### config.mk
export PLATFORM = sky130hd
export DESIGN_NAME = machine_cycle_sequencer
export DESIGN_NICKNAME = d
export VERILOG_FILES = /design/src/rtl/mips_seq_pkg.sv /design/src/rtl/machine_cycle_sequencer_sat_counter.sv /design/src/rtl/machine_cycle_sequencer.sv
export SDC_FILE = /design/constraint.sdc
export NUM_CORES = 1
export LEC_CHECK = 0
export BUFFER_PORTS_ARGS = -buffer_cell sky130_fd_sc_hd__buf_2
export CAP_MARGIN = 40
export CORE_ASPECT_RATIO = 1.1
export CORE_UTILIZATION = 35
export DETAILED_ROUTE_END_ITERATION = 16
export PLACE_DENSITY = 0.66
export SETUP_SLACK_MARGIN = 0.1
export SYNTH_ARGS = -nofsm -noshare
export SYNTH_HDL_FRONTEND = slang
export SYNTH_HIERARCHICAL = 1
export SYNTH_SLANG_ARGS = --single-unit
### constraint.sdc
create_clock -name clk -period 4.23 [get_ports clk]
set_input_delay 0.846 -clock clk [delete_from_list [all_inputs] [get_ports clk]]
set_output_delay 0.846 -clock clk [all_outputs]
set_load 0.005 [all_outputs]
### src/rtl/mips_seq_pkg.sv
`default_nettype none
// +------------------------------------------------------------------------+
// | Package     : mips_seq_pkg                                             |
// | Description : Phase numbering and default instruction lengths shared   |
// |               by the machine-cycle sequencer and the control FSM.      |
// | Revision    : 1.0 - initial release                                    |
// +------------------------------------------------------------------------+
package mips_seq_pkg;

    // Phase numbers driven onto count_state of the datapath.
    localparam int PH_IDLE   = 0;
    localparam int PH_FETCH  = 1;
    localparam int PH_DECODE = 2;
    localparam int PH_EXEC   = 3;  // EXEC / ADDR
    localparam int PH_WB     = 4;  // WB / MEM
    localparam int PH_DUMMY  = 5;  // MEM-DUMMY

    // Default instruction lengths, in phases.
    localparam int LEN_RTYPE  = 5;
    localparam int LEN_SW     = 5;
    localparam int LEN_LW     = 5;
    localparam int LEN_BRANCH = 3;

endpackage : mips_seq_pkg
`default_nettype wire

### src/rtl/machine_cycle_sequencer_sat_counter.sv
`default_nettype none
// +------------------------------------------------------------------------+
// | Module      : sat_counter                                              |
// | Description : Up-counter that sticks at all-ones instead of wrapping.  |
// |               Compiled only when SEQ_RETIRE_COUNT_EN is defined.       |
// | Ports       : clk, reset (sync, active-high), inc, count[WIDTH-1:0]    |
// | Revision    : 1.0 - initial release                                    |
// +------------------------------------------------------------------------+
`ifdef SEQ_RETIRE_COUNT_EN
module sat_counter #(
    parameter int WIDTH = 16
) (
    input  logic             clk,
    input  logic             reset,
    input  logic             inc,
    output logic [WIDTH-1:0] count
);

    logic [WIDTH-1:0] r_count;

    always_ff @(posedge clk) begin
        if (reset) begin
            r_count <= '0;
        end else if (inc && (r_count != '1)) begin
            r_count <= r_count + 1'b1;
        end
    end

    assign count = r_count;

endmodule : sat_counter
`endif
`default_nettype wire

### src/rtl/machine_cycle_sequencer.sv
`default_nettype none
// +------------------------------------------------------------------------+
// | Module      : machine_cycle_sequencer                                  |
// | Description : Generates machine-cycle phase numbers 1..len_q for a     |
// |               multi-cycle MIPS core. Length is latched per instruction |
// |               on FETCH entry, stall holds the phase, flag marks the    |
// |               retiring (last, unstalled) phase.                        |
// | Ports       : clk, reset (sync, active-high), enable, stall,           |
// |               cycle_len -> phase, flag, busy, len_q, retired           |
// | Config      : SEQ_RETIRE_COUNT_EN - when defined, retired counts       |
// |               retired instructions (saturating); otherwise tied to 0.  |
// | Revision    : 1.0 - initial release                                    |
// +------------------------------------------------------------------------+
module machine_cycle_sequencer
    import mips_seq_pkg::*;
#(
    parameter int CNT_WIDTH     = 3,
    parameter int MAX_PHASES    = 6,
    parameter int MIN_PHASES    = 2,
    parameter int RET_CNT_WIDTH = 16
) (
    input  logic                     clk,
    input  logic                     reset,
    input  logic                     enable,
    input  logic                     stall,
    input  logic [CNT_WIDTH-1:0]     cycle_len,
    output logic [CNT_WIDTH-1:0]     phase,
    output logic                     flag,
    output logic                     busy,
    output logic [CNT_WIDTH-1:0]     len_q,
    output logic [RET_CNT_WIDTH-1:0] retired
);

    localparam logic [CNT_WIDTH-1:0] C_MIN   = CNT_WIDTH'(MIN_PHASES);
    localparam logic [CNT_WIDTH-1:0] C_MAX   = CNT_WIDTH'(MAX_PHASES);
    localparam logic [CNT_WIDTH-1:0] C_IDLE  = CNT_WIDTH'(PH_IDLE);
    localparam logic [CNT_WIDTH-1:0] C_FETCH = CNT_WIDTH'(PH_FETCH);

    logic [CNT_WIDTH-1:0] r_phase;
    logic [CNT_WIDTH-1:0] r_len_q;
    logic [CNT_WIDTH-1:0] w_phase_nxt;
    logic [CNT_WIDTH-1:0] w_len_nxt;
    logic [CNT_WIDTH-1:0] w_len_clamped;
    logic                 w_busy;
    logic                 w_flag;

    // Requested length forced into [MIN_PHASES, MAX_PHASES].
    always_comb begin
        w_len_clamped = cycle_len;
        if (cycle_len < C_MIN) begin
            w_len_clamped = C_MIN;
        end else if (cycle_len > C_MAX) begin
            w_len_clamped = C_MAX;
        end
    end

    // State register.
    always_ff @(posedge clk) begin
        if (reset) begin
            r_phase <= C_IDLE;
            r_len_q <= '0;
        end else begin
            r_phase <= w_phase_nxt;
            r_len_q <= w_len_nxt;
        end
    end

    // Next-state logic. A new instruction is started either from IDLE or
    // directly off the retiring phase, so back-to-back instructions carry
    // no idle bubble.
    always_comb begin
        w_phase_nxt = r_phase;
        w_len_nxt   = r_len_q;
        if (r_phase == C_IDLE) begin
            if (enable && !stall) begin
                w_phase_nxt = C_FETCH;
                w_len_nxt   = w_len_clamped;
            end
        end else if (!stall) begin
            if (r_phase == r_len_q) begin
                if (enable) begin
                    w_phase_nxt = C_FETCH;
                    w_len_nxt   = w_len_clamped;
                end else begin
                    w_phase_nxt = C_IDLE;
                end
            end else begin
                w_phase_nxt = r_phase + 1'b1;
            end
        end
    end

    // Output logic.
    always_comb begin
        w_busy = (r_phase != C_IDLE);
        w_flag = w_busy && (r_phase == r_len_q) && !stall;
    end

    assign phase = r_phase;
    assign len_q = r_len_q;
    assign busy  = w_busy;
    assign flag  = w_flag;

`ifdef SEQ_RETIRE_COUNT_EN
    sat_counter #(
        .WIDTH (RET_CNT_WIDTH)
    ) u_retired (
        .clk   (clk),
        .reset (reset),
        .inc   (w_flag),
        .count (retired)
    );
`else
    assign retired = '0;
`endif

endmodule : machine_cycle_sequencer
`default_nettype wire

# Word level (Yosys, flattened, before mapping)
# Cells that the tools add are included.
# word_totals
ff_bits,6
elab_cells,30
# classes
addsub,1
magnitude_cmp,2
eq_ne,3
muxes,12
n_reduce_logical,10
# op_table
cell,count
$mux 3,11
$ne 2x1->1 const B,2
$reduce_and 4->1,1
$reduce_bool 2->1,2
$add 3x1->3 const B,1
$eq 3x3->1,1
$gt 3x3->1 const B,1
$logic_and 1x1->1,3
$logic_not 3->1,1
$lt 3x2->1 const B,1
$reduce_bool 3->1,1
$reduce_and 2->1,1
$logic_not 1->1,1
$mux 1,1

# Depth between registers and ports, before layout
# logic_depth
depth_word,7
ltp_mapped,7
mapped_depth_nobuf,7

# Least setup slack after synthesis
# No wires, ideal clock.
# synth_path
path_kind,in2out
startpoint,input port stall
endpoint,output port flag
arrival_time_ns,1.219
path_slack_ns,2.165
path_stages,2
path_cell_list,clkbuf_1 > nor3_1
# synth_between
elab_chain_len,2
# synth_lines
element,line_no,text
start: declaration,machine_cycle_sequencer.sv:25,"input logic stall,"
$logic_not 1->1,machine_cycle_sequencer.sv:96,w_flag = w_busy && (r_phase == r_len_q) && !stall;
$logic_and 1x1->1,machine_cycle_sequencer.sv:96,
end: declaration,machine_cycle_sequencer.sv:28,"output logic flag,"
# Every way passes these cells.

# Final worst setup path
# layout_path
startpoint,"register r_phase[0], in the netlist phase[0]"
endpoint,output port flag
# layout_between
elab_chain_len,3
# layout_lines
element,line_no,text
start: declaration,machine_cycle_sequencer.sv:39,logic [CNT_WIDTH-1:0] r_phase;
start signal: assignment,machine_cycle_sequencer.sv:63,r_phase <= w_phase_nxt;
$eq 3x3->1 / $reduce_bool 3->1 (equally long branches),"machine_cycle_sequencer.sv:96, machine_cycle_sequencer.sv:95",
$logic_and 1x1->1 * (2 in a row),machine_cycle_sequencer.sv:96,
# Mark *: on every way between the ends. The rest lies on a longest branch, timed or not.

==> results.yml <==
setup_path:
  worst-path-buf-inv: 2
  cp_slowest_stage_delay_ns: 0.40
  worstRegToRegCells: 6
  cp.arrival_ns: 1.45
  endpoint_kind: "primary output"
  crit_family: "flip-flops"
  cp_max_fo: 5
  r2r_setup_slack_ns: 2.72
  cp-start-kind: "flip-flop"
  worstPathCellList: "inv_1 -> ha_1 -> and2b_4 -> nor3_1 -> buf_2"
  cp_slowest_cell: "dfxtp_1"
  r2r_start: "phase[0]"
  cp.required_ns: 3.38
  r2r_end: "len_q[1]"
  path_class: "reg -> out"
sta:
  final.setup.tns_ns: 0
  setup_violations: 0
  layout_min_cycle_time_ns: 2.30
  grt_setup_unrepaired: "no"
  setup_slack_ns: 1.93
  drv_slew: 0
  period_share_pct: 54.3
  hold_viol: 0
  fin_skew_ns: 0.00343
  fmax_ghz: 0.435
cells_and_area:
  area_delta_synth_final_pct: 7.64
  drive_gt1_share_pct: 25.6
  multi_input_area_um2: 334
  fin_util_pct: 41.5
  insertedDiodeCount: 0
  ff_latch_area_um2: 120
  nets: 93
  nFillCells: 142
pwr:
  pwr_density_cell_nw_per_um2: 256
  power.leakage_nw: 0.270
  vdd_drop_max_v: 0.000121
  total_power_mw: 0.149
routing:
  wirelength_um: 955
  antenna_left: 0
  firstDrtPassIters: 4
  via_count: 472
  drt_iter0_drc: 11
  routed_via_density: 4.82
  drc_errors: 0
  wire_per_inst_um: 9.74
cts:
  clk_pin_slew_ns: 0.05
  cts_resized: 0
  postCtsSetupRepairBufs: 0
  numCtsBuffers: 3
  clock-sinks: 6
  clock_path_buffers: 2
  tritoncts: "yes"
  insertion_delay_ns: 0.25
  hold_buffers: 0
  cts_root_buf: "clkbuf_4"
  htreeDepth: 1
global_route:
  grt_pass1_vias: 345
  grt_start_max_net_pins: 11
  antenna_found_initial: 0
  grt_usage_pct: 13.4
  grt_pass1_wl_um: 1490
  grt_overflow: 0
yosys:
  async_flop_share_pct: 0
  synth-warning-count: 6
  synthCells: 68
  synth_top_area_share_pct: 22.2
  avgSynthCellArea_um2: 7.95
  yosysUniqueCellTypes: 26
  ys.flop_type: "dfxtp_1"
  netlist_area_um2: 541
  synthTopCellsByCount: "16 x buf_4, 8 x o21ai_0, 6 x dfxtp_1"
  synth-edff-count: 0
  synth_area_leaders: "dfxtp_1 22%, buf_4 22%, o21ai_0 7.4%"
  yosys.area.top_type: "dfxtp_1"
  yosysSeqAreaShare_pct: 22.2
  synth_most_common_cell: "buf_4"
  synth_seq_cells: 6
status:
  status: "completed"
min_path:
  worstHoldStart: "len_q[1]"
  holdPathEnd: "len_q[1]"
  hold_path_class: "reg -> reg"
  hold_depth: 2
placed_design:
  place_ws_ns: 2.08
  hpwl_um: 745
  numPortBuffers: 14
  place_congestion: 0.739
die:
  dieArea_um2: 1710
  initial_utilization_pct: 38.6
  io_pins: 31
  die-width_um: 39.5
  num_rows: 14
  core-area_um2: 1400
  die_h_um: 43.2
flow_run:
  timing.max_cap.violations: 0
## state kept, by name (all words and copies together) (netlist names)
| name | count |
|---|---|
| len_q | 3 |
| phase | 3 |
## kinds of logic after synthesis
kind of cell / after synthesis / synth area share (%)
other: 1 / 0.694
adders and majority gates: 2 / 4.63
and+or+nand+nor: 17 / 19.0
buffers and inverters: 22 / 26.4
xor gates and xnor gates: 3 / 7.64
AOI/OAI and AO/OA: 17 / 19.4
DFF: 6 / 22.2
## through the flow
stage	hold slack, ns	std cells	area [um2]
floorplan	0.512	83	597
global placement	0.514	95	559
detailed placement	0.525	95	559
CTS	0.531	98	582
global route	0.577	98	582
finish	0.523	98	582
## power by group
part | switching (mW) | internal [mW]
clock network | 0.0224 | 0.0322
registers | 0.00293 | 0.0591
logic | 0.0190 | 0.0133
total | 0.0443 | 0.105
## final cells by class
type	count	area share, %
clock buffer	3	3.87
inverter	4	2.58
multi-input combinational	55	57.4
sequential	6	20.6
tap	16	3.44
timing repair buffer	14	12.0
## cell usage in the layout, fill, tap and decap left out
master,count
nor3b_1,1
a31oi_2,1
inv_1,4
conb_1,16
nand2b_1,2
nor2b_1,3
nor3_1,2
nand4_1,1
o21a_1,1
buf_2,14
xnor2_2,2
o41ai_1,2
ha_1,2
a21oi_1,4
a211oi_1,1
nand4b_1,1
nor2_1,2
and2b_4,1
xnor2_1,1
nand3_1,1
nor4_1,1
o21ai_0,8
or3_1,1
dfxtp_1,6
nand2_1,1
clkbuf_4,3
## worst reg2reg max path, cell delays in order, from the launching register on
cell and delay (ns):
dfxtp_1 0.40, inv_1 0.10, ha_1 0.22, and2b_4 0.19, a31oi_2 0.26, o21ai_0 0.14, a21oi_1 0.13
## worst max path at each step
stage / startpoint / endpoint / cells after the start
after floorplan: stall / flag / 2
after global placement: stall / flag / 3
after detailed placement: stall / flag / 3
after CTS: phase[0] / flag / 5
after global routing: phase[1] / flag / 5
final: phase[0] / flag / 5
## routing by layer
metal	routed length, um	GRT usage, %
met5	0	0
met4	25	8.28
met3	91	7.85
met2	418	17.0
met1	420	16.8
No activity file was read; power rests on OpenSTA's default activity.
